**config.mk**
```make
export PLATFORM = sky130hd
export DESIGN_NAME = ram_port_arbiter
export DESIGN_NICKNAME = d
export VERILOG_FILES = /design/src/rtl/ram_port_arbiter.sv
export SDC_FILE = /design/constraint.sdc
export NUM_CORES = 1
export LEC_CHECK = 0
export CORE_AREA = 10 10 137 139
export CTS_BUF_LIST = sky130_fd_sc_hd__clkbuf_4 sky130_fd_sc_hd__clkbuf_8
export DETAILED_ROUTE_END_ITERATION = 6
export DIE_AREA = 0 0 147 149
export PLACE_DENSITY = 0.83
export SYNTH_ARGS = -nofsm -noshare
export SYNTH_HDL_FRONTEND = slang
export SYNTH_SLANG_ARGS = --single-unit
```
**constraint.sdc**
```tcl
create_clock -name CLK -period 5.6 [get_ports CLK]
set_clock_uncertainty 0.15 [all_clocks]
set_input_delay 0.56 -clock CLK [delete_from_list [all_inputs] [get_ports CLK]]
set_output_delay 0.56 -clock CLK [all_outputs]
set_load 0.02 [all_outputs]
```
**src/rtl/ram_port_arbiter.sv**
```systemverilog
// ram_port_arbiter: shares one word-wide RAM port between the instruction
// fetch and data requesters. Round-robin arbitration on ties, read-modify-write
// for sub-word stores, and a watchdog that aborts stalled RAM accesses.
module ram_port_arbiter #(
  parameter int unsigned TIMEOUT = 255
) (
  input  logic        CLK,
  input  logic        nRST,
  // Instruction fetch requester
  input  logic        i_req,
  input  logic [31:0] i_addr,
  output logic        i_ready,
  output logic [31:0] i_rdata,
  // Data requester
  input  logic        d_ren,
  input  logic        d_wen,
  input  logic [1:0]  d_size,
  input  logic [31:0] d_addr,
  input  logic [31:0] d_wdata,
  output logic        d_ready,
  output logic [31:0] d_rdata,
  // RAM side
  input  logic        busy_o,
  input  logic [31:0] ramload,
  output logic        Ren,
  output logic        Wen,
  output logic [31:0] ramaddr,
  output logic [31:0] ramstore,
  output logic        timeout_err
);

  typedef enum logic [2:0] {
    StIdle,
    StIfetch,
    StDread,
    StDwrite,
    StRmwRd,
    StRmwWr,
    StDone
  } state_e;

  // Watchdog compare value: abort on the busy cycle that would make the count reach TIMEOUT.
  localparam logic [15:0] TimeoutLast = 16'(TIMEOUT - 1);

  state_e      r_state;
  logic        r_ren;
  logic        r_wen;
  logic [31:0] r_ramaddr;
  logic [31:0] r_ramstore;
  logic        r_i_ready;
  logic        r_d_ready;
  logic [31:0] r_i_rdata;
  logic [31:0] r_d_rdata;
  logic        r_timeout_err;
  logic [15:0] r_wdog;
  logic        r_last_grant_d;  // 1: data was granted last, 0: instr
  logic        r_owner_d;       // 1: current access belongs to data requester
  logic [1:0]  r_lane;          // byte lane of the sub-word store
  logic        r_half;          // sub-word store is a halfword
  logic [15:0] r_wdata;         // sub-word store data, right-justified

  logic        w_dreq;
  logic        w_grant_d;
  logic [31:0] w_merged;
  logic        w_unused;

  // Fetch addresses are word-aligned by the port; low bits are intentionally dropped.
  assign w_unused = ^i_addr[1:0];

  // Data request pending and whether data wins arbitration this cycle.
  always_comb begin
    w_dreq    = d_ren | d_wen;
    w_grant_d = w_dreq & (~i_req | ~r_last_grant_d);
  end

  // Little-endian lane merge of the stored sub-word into the word read from RAM.
  always_comb begin
    w_merged = ramload;
    if (r_half) begin
      if (r_lane[1]) begin
        w_merged[31:16] = r_wdata;
      end else begin
        w_merged[15:0] = r_wdata;
      end
    end else begin
      case (r_lane)
        2'd0:    w_merged[7:0]   = r_wdata[7:0];
        2'd1:    w_merged[15:8]  = r_wdata[7:0];
        2'd2:    w_merged[23:16] = r_wdata[7:0];
        default: w_merged[31:24] = r_wdata[7:0];
      endcase
    end
  end

  // Sequencer: arbitration, RAM strobes, result capture, watchdog and ready pulses.
  always_ff @(posedge CLK) begin
    if (!nRST) begin
      r_state        <= StIdle;
      r_ren          <= 1'b0;
      r_wen          <= 1'b0;
      r_ramaddr      <= 32'h0;
      r_ramstore     <= 32'h0;
      r_i_ready      <= 1'b0;
      r_d_ready      <= 1'b0;
      r_i_rdata      <= 32'h0;
      r_d_rdata      <= 32'h0;
      r_timeout_err  <= 1'b0;
      r_wdog         <= 16'h0;
      r_last_grant_d <= 1'b0;
      r_owner_d      <= 1'b0;
      r_lane         <= 2'b00;
      r_half         <= 1'b0;
      r_wdata        <= 16'h0;
    end else begin
      r_i_ready <= 1'b0;
      r_d_ready <= 1'b0;
      unique case (r_state)
        StIdle: begin
          r_wdog <= 16'h0;
          if (w_grant_d) begin
            r_owner_d <= 1'b1;
            r_ramaddr <= {d_addr[31:2], 2'b00};
            r_lane    <= d_addr[1:0];
            r_half    <= d_size[0];
            r_wdata   <= d_wdata[15:0];
            if (d_wen) begin
              if (d_size[1]) begin
                r_ramstore <= d_wdata;
                r_wen      <= 1'b1;
                r_state    <= StDwrite;
              end else begin
                r_ren   <= 1'b1;
                r_state <= StRmwRd;
              end
            end else begin
              r_ren   <= 1'b1;
              r_state <= StDread;
            end
          end else if (i_req) begin
            r_owner_d <= 1'b0;
            r_ramaddr <= {i_addr[31:2], 2'b00};
            r_ren     <= 1'b1;
            r_state   <= StIfetch;
          end
        end

        StIfetch, StDread, StDwrite, StRmwRd, StRmwWr: begin
          if (!busy_o) begin
            r_wdog <= 16'h0;
            case (r_state)
              StIfetch: begin
                r_i_rdata <= ramload;
                r_ren     <= 1'b0;
                r_i_ready <= 1'b1;
                r_state   <= StDone;
              end
              StDread: begin
                r_d_rdata <= ramload;
                r_ren     <= 1'b0;
                r_d_ready <= 1'b1;
                r_state   <= StDone;
              end
              StDwrite: begin
                r_wen     <= 1'b0;
                r_d_ready <= 1'b1;
                r_state   <= StDone;
              end
              StRmwRd: begin
                r_ramstore <= w_merged;
                r_ren      <= 1'b0;
                r_wen      <= 1'b1;
                r_state    <= StRmwWr;
              end
              default: begin
                r_d_rdata <= r_ramstore;
                r_wen     <= 1'b0;
                r_d_ready <= 1'b1;
                r_state   <= StDone;
              end
            endcase
          end else if (r_wdog == TimeoutLast) begin
            // Stalled too long: abandon the access, still hand the owner a ready.
            r_ren         <= 1'b0;
            r_wen         <= 1'b0;
            r_timeout_err <= 1'b1;
            if (r_owner_d) begin
              r_d_rdata <= 32'h0;
              r_d_ready <= 1'b1;
            end else begin
              r_i_rdata <= 32'h0;
              r_i_ready <= 1'b1;
            end
            r_state <= StDone;
          end else begin
            r_wdog <= r_wdog + 16'd1;
          end
        end

        StDone: begin
          r_last_grant_d <= r_owner_d;
          r_state        <= StIdle;
        end

        default: begin
          r_state <= StIdle;
        end
      endcase
    end
  end

  // Output drive: every output is a register.
  always_comb begin
    Ren         = r_ren;
    Wen         = r_wen;
    ramaddr     = r_ramaddr;
    ramstore    = r_ramstore;
    i_ready     = r_i_ready;
    d_ready     = r_d_ready;
    i_rdata     = r_i_rdata;
    d_rdata     = r_d_rdata;
    timeout_err = r_timeout_err;
  end

endmodule

```
; Yosys cells after proc, flatten, opt, wreduce, memory -nomap -nowiden
; Index checks and enable logic that the tools add are counted.
[totals]
register_bits = 173
inputBits = 136
out_inout_bits = 133
word_cells = 126
[op_classes]
n_addsub = 1
n_eq_ne = 24
muxes = 58
bitwise_logic = 5
reduce_logical = 22
[op_table]
columns = op, n
row1 = 2-to-1 mux 32 bit, 15
row2 = case mux 32 bit (2 select lines), 2
row3 = 2-to-1 mux 16 bit, 4
row4 = 2-to-1 mux 8 bit, 4
row5 = case mux 16 bit (2 select lines), 1
row6 = 2-to-1 mux 1 bit, 21
row7 = 2-to-1 mux 3 bit, 6
row8 = "adder 16 x 1 -> 16 bit, second input constant", 1
row9 = "equality test 16 x 8 -> 1 bit, second input constant", 1
row10 = "inequality test 3 bit, second input constant", 5
row11 = "inequality test 2 bit, second input constant", 6
row12 = AND reduction 6 bit, 2
row13 = AND reduction 2 bit, 5
row14 = "equality test 3 bit, second input constant", 3
row15 = OR reduction 3 bit, 3
row16 = AND reduction 4 bit, 2
row17 = "equality test 3 x 2 -> 1 bit, second input constant", 2
row18 = "inequality test 2 x 1 -> 1 bit, second input constant", 3
row19 = case mux 1 bit (2 select lines), 3
row20 = case mux 3 bit (2 select lines), 1
row21 = nonzero test 2 bit, 3
row22 = AND reduction 5 bit, 1
row23 = OR reduction 5 bit, 1
row24 = "inequality test 4 bit, second input constant", 1
row25 = 11 further kinds, 14

; Longest topological paths before layout
; Gate-level depths: netlist of run 1.
[depth]
depth_word = 7
mapped_depth = 9
ltp_nobuf = 7

; Least setup slack after synthesis of run 1
; No wires, ideal clock.
[synth_timing]
kind = flip-flop to flip-flop
from = register r_wdog[8]
to = register r_i_rdata[10], in the netlist i_rdata[10]
setup_ns = 0.117
arrival_ns = 2.136
t_required_ns = 5.333
slack_ns = 3.197
stages_incl_launch_ff = 7
path_buffers = 1
period_less_slack_ns = 2.403
cell_sequence = dfxtp_1 or4_1 or2_1 or4_4 a21o_4 buf_6 a32o_1
[synth_via]
elab_chain_len = 3
[synth_rtl]
columns = item, line
row1 = "start, declared", 55  ; logic [15:0] r_wdog;
row2 = "start signal, assigned", 195  ; r_wdog <= r_wdog + 16'd1;
row3 = equality test 16 x 8 -> 1 bit, 181  ; end else if (r_wdog == TimeoutLast) begin
row4 = inequality test 2 x 1 -> 1 bit (no line), --
row5 = AND reduction 4 bit (no line), --
row6 = "end signal, assigned", 152  ; r_i_rdata <= ramload;
row7 = "end, declared", 52  ; logic [31:0] r_i_rdata;
; Every way passes these cells.
; A chain may end at the register's enable or synchronous reset.

; Worst setup path in the final report of run 1
[layout_timing]
from = register r_state[2]
to = register r_i_rdata[7], in the netlist i_rdata[7]
[layout_via]
elab_chain_len = 3
elab_cells_between_ends = 8
classes_between = eq/ne (5) / reduce/logical (3)
[layout_rtl]
columns = item, line
row1 = "start, declared", 45  ; state_e r_state;
row2 = "start signal, assigned", 98  ; r_state <= StIdle;
row3 = "start signal, assigned", 130  ; r_state <= StDwrite;
row4 = "start signal, assigned", 133  ; r_state <= StRmwRd;
row5 = "equality test 3 x 1 -> 1 bit, or another cell as far along", "117, 150"
row6 = OR reduction 5 bit or nonzero test 2 bit (tied branches), --
row7 = AND reduction 4 bit (no line) *, --
; Mark *: on every way between the ends. The rest lies on a longest branch, timed or not.

==> results.md, run 1 <==
| Result | Value |
|---|---|
| Drt pass-1 iters | 5 |
| Final wirelength | 28700 µm |
| Effective utilization at floorplan | 0.498 |
| Total buffers and inverters traversed by the critical path | 0 |
| Portion of netlist area occupied by mux cells | 0.106 |
| Drt first-iter violations | 954 |
| Gate Count Post-Synth | 936 |
| RSZ-0062 raised after global routing | false |
| MaxCap Viol Count | 0 |
| GRT Residual Overflow | 0 |
| Combinational group share of total power | 0.460 |
| CTS sink cnt | 171 |
| Met2 Resource Use GR | 0.398 |
| Die X-Extent | 147 µm |
| Vertical die dimension | 149 µm |
| Met3 capacity usage during global routing | 0.0664 |
| Number of nets still failing antenna checks after routing | 0 |
| Sequential area share after synthesis | 0.425 |
| Number of warnings reported in the yosys synthesis log | 0 |
| Synthesized area per cell | 8.60 µm² |
| Number of global-route vias before repair | 7670 |
| Fraction of synthesized cell area in xor and xnor cells | 0.00109 |
| CTS tree | done |
| Switching Power | 2.03 mW |
| Type of the most critical hold path | reg -> reg |
| Top FF cell, synth | dfxtp_1 |
| Final-layout worst hold slack | 0.313 ns |
| Data required time at the worst endpoint | 5.81 ns |
| Clock transition at path regs | 0.09 ns |
| Fraction of the mapped netlist area in compound gates | 0.244 |
| Number of hold violations in the final report | 0 |
| H-tree levels | 4 |
| Switching Share | 0.416 |
| Top cell family by delay on the critical path | simple AND/OR/NAND/NOR gates |
| Number of enable flip-flop cells after synthesis | 0 |
| Ratio of cells with drive above 1 in the final layout | 0.0501 |
| Yosys reg bits | 171 |
| Relative slew margins | 0.202 |
| Async SR Flop Fraction | 0 |
| DIE AREA | 21900 µm² |
| Placer's final routability congestion estimate | 0.935 |
| Slowest library cell on the worst path | dfxtp_1 |
| Antenna violations before repair | 0 |
| Number of max-slew violations in the final report | 0 |
| Pin slew with the least headroom to its limit | 1.19 ns |
| Final total negative setup slack | 0 ns |
| Fraction of the core area covered by cells at the end of the flow | 0.692 |
| Final Net Count | 1283 |
| Highest net fanout along the worst path | 32 |
| Simple logic cell fraction of the synthesized area | 0.168 |
| Post-cts gate resize count | 0 |
| Nature of the critical path startpoint | flip-flop |
| Period Utilization, post-route | 0.530 |
| Worst setup path category | reg -> reg |
| Clock root buffer master | clkbuf_8 |
| Largest area contributor in the netlist | dfxtp_1 |
| CTS Buf Count | 17 |
| Result of the run | complete, no violations |
| Proportion of power drawn by the clock network | 0.191 |
| Layout Area Growth over Synthesis | 39.0% |
| Overall power after layout | 4.87 mW |
| Largest cells by area after synthesis | dfxtp_1 (43%), mux2i_1 (11%), a21oi_1 (5.8%) |
| Number of antenna repair diodes | 0 |
| Internal Dissipation | 2.85 mW |
| Post-CTS Setup Inserts | 0 |
| Hold buffers post-CTS | 0 |
| Part of the total power dissipated in sequential elements | 0.349 |
| Placement Rows | 47 |
| Final HPWL from detailed placement | 21300 µm |
| Average vias per placed instance | 5.91 |
| Met1 Resource Use GR | 0.317 |
| Core area | 16200 µm² |
| DRC violation count after routing | 0 |
| Final setup viols | 0 |
| Lkg Pwr | 4.06 nW |
| Data arrival time at the worst-slack endpoint | 3.18 ns |
| Share of synthesized cell area in full adder, half adder and majority cells | 0.00311 |
| Average detailed-routed wire length per instance | 20.8 µm |
| Kind of end point of the critical path | flip-flop |
| Number of buffers between clock root and the deepest sink | 2 |
| Fraction of synthesized cell area taken by the top area cell type | 0.425 |
| IO buf count | 264 |
| Cell Chain, Critical Path | or3_1, nand2_1, a21o_4, a32o_1 |
| Overall fraction of global-route tracks in use | 0.250 |
| PD cells | 436 nW/µm² |
| Combinational family with the most area after synthesis | compound AO/OA/AOI/OAI gates |
| FMAX | 337 MHz |
| Clock latency reported for the late side of the worst-skew pair | 0.47 ns |
| Routed vias | 8144 |
| Peak supply drop | 0.000325 V |
| Count of different cell masters after synthesis | 56 |
| Grt peak-use layer | met2 |
| Netlist area before placement | 8050 µm² |
| Top-level port count | 269 |
| First-pass GRT wire length | 44000 µm |
| Delay contributed by the slowest stage of the critical path | 0.86 ns |
| Maximum number of pins on one net before global-route repair | 86 |
| Post-route minimum period | 2.97 ns |
state kept, by name, indices dropped and copies added (netlist names), 2 cells and up:
signal	flops
r_lane	2
d_rdata	32
r_wdata	16
r_state	3
ramstore	32
ramaddr	30
i_rdata	32
r_wdog	16
worst register-to-register path, delay by kind of cell, from the launching register on:
| family | cells | cell delay, ns |
|---|---|---|
| AND/OR/NAND/NOR | 2 | 0.95 |
| AO/OA/AOI/OAI | 2 | 0.91 |
| flip-flops | 1 | 0.86 |
path summary, 6_finish.rpt:
path               startpoint  cells after the start  slack [ns]           to
setup reg to reg   r_state[2]                      4        2.63   i_rdata[7]
hold reg to reg   r_wdata[14]                      2        0.31  r_wdata[14]
setup / recovery   r_state[2]                      4        2.63   i_rdata[7]
hold / removal    r_wdata[14]                      2        0.31  r_wdata[14]
final cells by class:
class | count | area [µm²]
clock buffers | 22 | 284
inverters | 16 | 61.3
repair buffers | 274 | 2730
fillers | 1278 | 4990
multi-input cells | 665 | 4280
flip-flops and latches | 171 | 3420
clock inverters | 10 | 140
well taps | 220 | 275
cells in the final DEF (no fill, tap or decap), drive strengths merged, types with 3 or more instances in the layout:
master / Yosys / final
nand2b: 14 / 14
a32o: 32 / 32
a211oi: 32 / 32
a41oi: 3 / 3
bufinv: 0 / 3
and3: 4 / 4
o21ai: 42 / 42
a311oi: 18 / 18
o21a: 3 / 3
a211o: 16 / 16
clkinvlp: 0 / 3
a31oi: 8 / 8
buf: 13 / 11
or4: 4 / 4
nor2: 79 / 79
mux2i: 85 / 85
nor3: 8 / 8
o221ai: 9 / 9
nand3: 14 / 14
nand2: 104 / 104
o211ai: 11 / 11
dfxtp: 171 / 171
or3: 35 / 35
a21boi: 3 / 3
clkbuf: 72 / 22
a21oi: 93 / 93
and2: 4 / 4
inv: 15 / 15
nor3b: 9 / 9
clkinv: 1 / 5
clkdlybuf4s50: 0 / 263
o21bai: 3 / 3
nand4: 4 / 4
a31o: 3 / 3
metrics by stage:
step | area, µm² | instances | setup slack [ns]
3_5_place_dp | 10800 | 1346 | 2.43
5_1_grt | 11200 | 1378 | 2.45
2_1_floorplan | 8050 | 937 | 3.20
6_report | 11200 | 1378 | 2.63
3_3_place_gp | 10800 | 1346 | 2.48
4_1_cts | 11200 | 1378 | 2.69
cell families (layout without fill, tap and decap cells):
| group | count (synthesis) | count (layout) |
|---|---|---|
| compound gates | 286 | 286 |
| mux | 85 | 85 |
| xor+xnor | 1 | 1 |
| flops | 171 | 171 |
| buf+inv | 101 | 322 |
| simple gates | 289 | 289 |
| fa+ha+maj | 2 | 2 |
| other cells | 1 | 2 |
layer usage:
metal	routed length (µm)	up-vias
met4	882	0
met2	13500	361
met3	2450	57
li1	-	3853
met1	11800	3873
met5	0	-
Yosys cell counts (4+ instances only):
| master | n |
|---|---|
| a211oi_1 | 32 |
| inv_1 | 15 |
| nand2b_1 | 14 |
| nand2_1 | 104 |
| a211o_1 | 16 |
| a21oi_1 | 93 |
| o211ai_1 | 11 |
| mux2i_1 | 85 |
| dfxtp_1 | 171 |
| and2_1 | 4 |
| o221ai_1 | 9 |
| nor3b_1 | 9 |
| buf_2 | 5 |
| a32o_1 | 32 |
| clkbuf_1 | 72 |
| nor3_1 | 8 |
| o21ai_0 | 41 |
| a311oi_1 | 18 |
| nand3_1 | 14 |
| or3_1 | 35 |
| a31oi_1 | 8 |
| nand4_1 | 4 |
| and3_1 | 4 |
| nor2_1 | 79 |
power by group through the flow:
stage	Sequential, mW	Clock (mW)	Combinational (mW)
floorplan	1.88	0	1.15
global placement	1.71	0	2.20
detailed placement	1.72	0	2.23
CTS	1.69	0.942	2.24
global route	1.73	0.996	2.42
finish	1.70	0.932	2.24
(Power assumes the default switching activity.)
==> inputs of run 2 (changes only) <==
CORE_AREA = 10 10 148 150   (was 10 10 137 139)
DIE_AREA = 0 0 158 160   (was 0 0 147 149)
PLACE_DENSITY = 0.74   (was 0.83)
clock period = 2.57 ns   (was 5.6 ns; I/O delays follow)
==> results.md, run 2 (synthesized netlist as in run 1, its figures left out) <==
| Result | Value | vs previous |
|---|---|---|
| Post-route standard cell area excluding fillers | 11600 µm² | +3.7% |
| Overall power after layout | 11.0 mW | +130% |
| Ratio of cells with drive above 1 in the final layout | 0.0834 | +0.0333 |
| Internal Dissipation | 6.43 mW | +130% |
| Post-CTS Setup Inserts | 0 | unchanged |
| Result of the run | complete, no violations |  |
| CTS tree | done |  |
| MaxCap Viol Count | 0 | unchanged |
| Clock transition at path regs | 0.09 ns | about the same |
| Sequential Area | 3420 µm² | about the same |
| Peak supply drop | 0.000580 V | +78% |
| Non-Filler Instances | 1439 | +4.4% |
| Core area | 19100 µm² | +18% |
| DRC violation count after routing | 0 | unchanged |
| Top-level port count | 269 | unchanged |
| Number of nets still failing antenna checks after routing | 0 | unchanged |
| Routed vias | 8257 | +1.4% |
| Drt pass-1 iters | 6 | +1 |
| Overall fraction of global-route tracks in use | 0.229 | -0.0209 |
| FILL cells | 1639 | +28% |
| Relative slew margins | 0.258 | +0.0562 |
| Post-route minimum period | 2.49 ns | -0.471 ns |
| FF-to-FF setup slack | 0.08 ns | -2.56 ns |
| Nature of the critical path startpoint | flip-flop |  |
| First-pass GRT wire length | 45400 µm | +3.2% |
| IO buf count | 264 | unchanged |
| Die X-Extent | 158 µm | +7.5% |
| Data required time at the worst endpoint | 2.78 ns | -3.03 ns |
| GRT Residual Overflow | 0 | unchanged |
| Final total negative setup slack | 0 ns | unchanged |
| Period Utilization, post-route | 0.971 | +0.441 |
| Final HPWL from detailed placement | 22700 µm | +6.6% |
| CTS Buf Count | 17 | unchanged |
| Final-layout worst hold slack | 0.180 ns | -0.132 ns |
| Highest net fanout along the worst path | 16 | -50% |
| Maximum number of pins on one net before global-route repair | 83 | -3.5% |
| DIE AREA | 25300 µm² | +15% |
| Number of global-route vias before repair | 7715 | +0.59% |
| PD cells | 948 nW/µm² | +120% |
| Number of max-slew violations in the final report | 0 | unchanged |
| Most common cell after layout, fill and taps aside | clkdlybuf4s50_1 |  |
| Clock latency reported for the late side of the worst-skew pair | 0.47 ns | about the same |
| Effective utilization at floorplan | 0.422 | -0.0758 |
| Combinational group share of total power | 0.482 | +0.022 |
| Final Net Count | 1324 | +3.2% |
| FMAX | 401 MHz | +19% |
| Commonest non-fill, non-tap cells in the layout | clkdlybuf4s50_1 (263), dfxtp_1 (170), nand2_1 (104) |  |
| Drt first-iter violations | 897 | -6.0% |
| Fraction of the core area covered by cells at the end of the flow | 0.608 | -0.0836 |
| H-tree levels | 4 | unchanged |
| Average detailed-routed wire length per instance | 21.0 µm | +1.0% |
| Switching Share | 0.415 | -0.000680 |
| Vertical die dimension | 160 µm | +7.4% |
| Clock root buffer master | clkbuf_8 |  |
| Data arrival time at the worst-slack endpoint | 2.71 ns | -0.47 ns |
| CTS sink cnt | 171 | unchanged |
| Worst Setup Slack post-DPL | -0.0583 ns | -2.49 ns |
| Type of the most critical hold path | in -> reg |  |
| Placer's final routability congestion estimate | 0.914 | -2.2% |
| Placed cell area | 11100 µm² | +3.5% |
| Worst setup path category | reg -> reg |  |
| Placement Rows | 51 | +8.5% |
| Lkg Pwr | 4.28 nW | +5.5% |
| Layout Area Growth over Synthesis | 44.2% |  |
| Number of buffers between clock root and the deepest sink | 2 | unchanged |
| Final setup viols | 0 | unchanged |
| Number of cells after detailed placement | 1403 | +4.2% |
| Kind of end point of the critical path | flip-flop |  |
| Average vias per placed instance | 5.74 | -2.9% |
| Antenna violations before repair | 2 | +2 |
| Part of the total power dissipated in sequential elements | 0.332 | -0.017 |
| Switching Power | 4.57 mW | +130% |
| Worst Setup Slack, final | 0.0751 ns | -2.56 ns |
| Proportion of power drawn by the clock network | 0.186 | -0.005 |
| Number of hold violations in the final report | 0 | unchanged |
| RSZ-0062 raised after global routing | false |  |
| Pin slew with the least headroom to its limit | 1.11 ns | -0.0844 ns |
| Final wirelength | 30300 µm | +5.5% |
| Area taken by multi-input logic gates | 4300 µm² | +0.50% |
==> run 2: cell types whose count changed in the layout (fill, tap and decap cells not counted), sizes merged, moves of 2 or more <==
cell / change
clkbuf: -3
buf: +39
inv: +2
diode: +2
==> run 2: area by class of cell <==
type,instances,share of cell area
Clock buffer,19,0.0220
Multi-Input combinational cell,666,0.370
Inverter,16,0.00539
Timing Repair Buffer,314,0.266
Sequential cell,171,0.295
Tap cell,238,0.0257
Antenna cell,2,0.000431
Clock inverter,13,0.0145
==> run 2: path summary, 6_finish.rpt <==
| kind | start | to | cells past startpoint |
|---|---|---|---|
| max | r_wdog[11] | i_rdata[19] | 5 |
| min | d_addr[0] | r_lane[0] | 3 |
| max reg2reg | r_wdog[11] | i_rdata[19] | 5 |
| min reg2reg | r_wdata[8] | r_wdata[8] | 2 |
==> run 2: power by group through the flow <==
stage	Combinational, mW	Clock [mW]	Sequential [mW]
detailed placement	5.24	0	3.70
floorplan	2.51	0	4.10
finish	5.30	2.04	3.65
global placement	5.19	0	3.68
global route	5.68	2.19	3.72
CTS	5.26	2.08	3.64
==> run 2: layer usage <==
layer  vias up  routed length (µm)  GRT usage
met1      3918               12500      0.295
met5         -                   0          0
met2       368               14600      0.366
li1       3934                   -          -
met3        37                2560     0.0612
met4         0                 558     0.0649
==> run 2: critical path, cell delays in order (launching register included) <==
cell	delay, ns
dfxtp_2	0.37
or4_1	0.52
or2_1	0.26
or4_4	0.47
a21o_4	0.33
a32o_1	0.29
==> run 2: what timing repair did <==
item / in CTS / in global routing
resized for setup: 1 / 2
endpoints found under the hold margin: 2 / 0
pin swaps: 0 / 2
setup endpoints to repair: 13 / 32
hold buffers: 1 / 0
cloned: 0 / 1
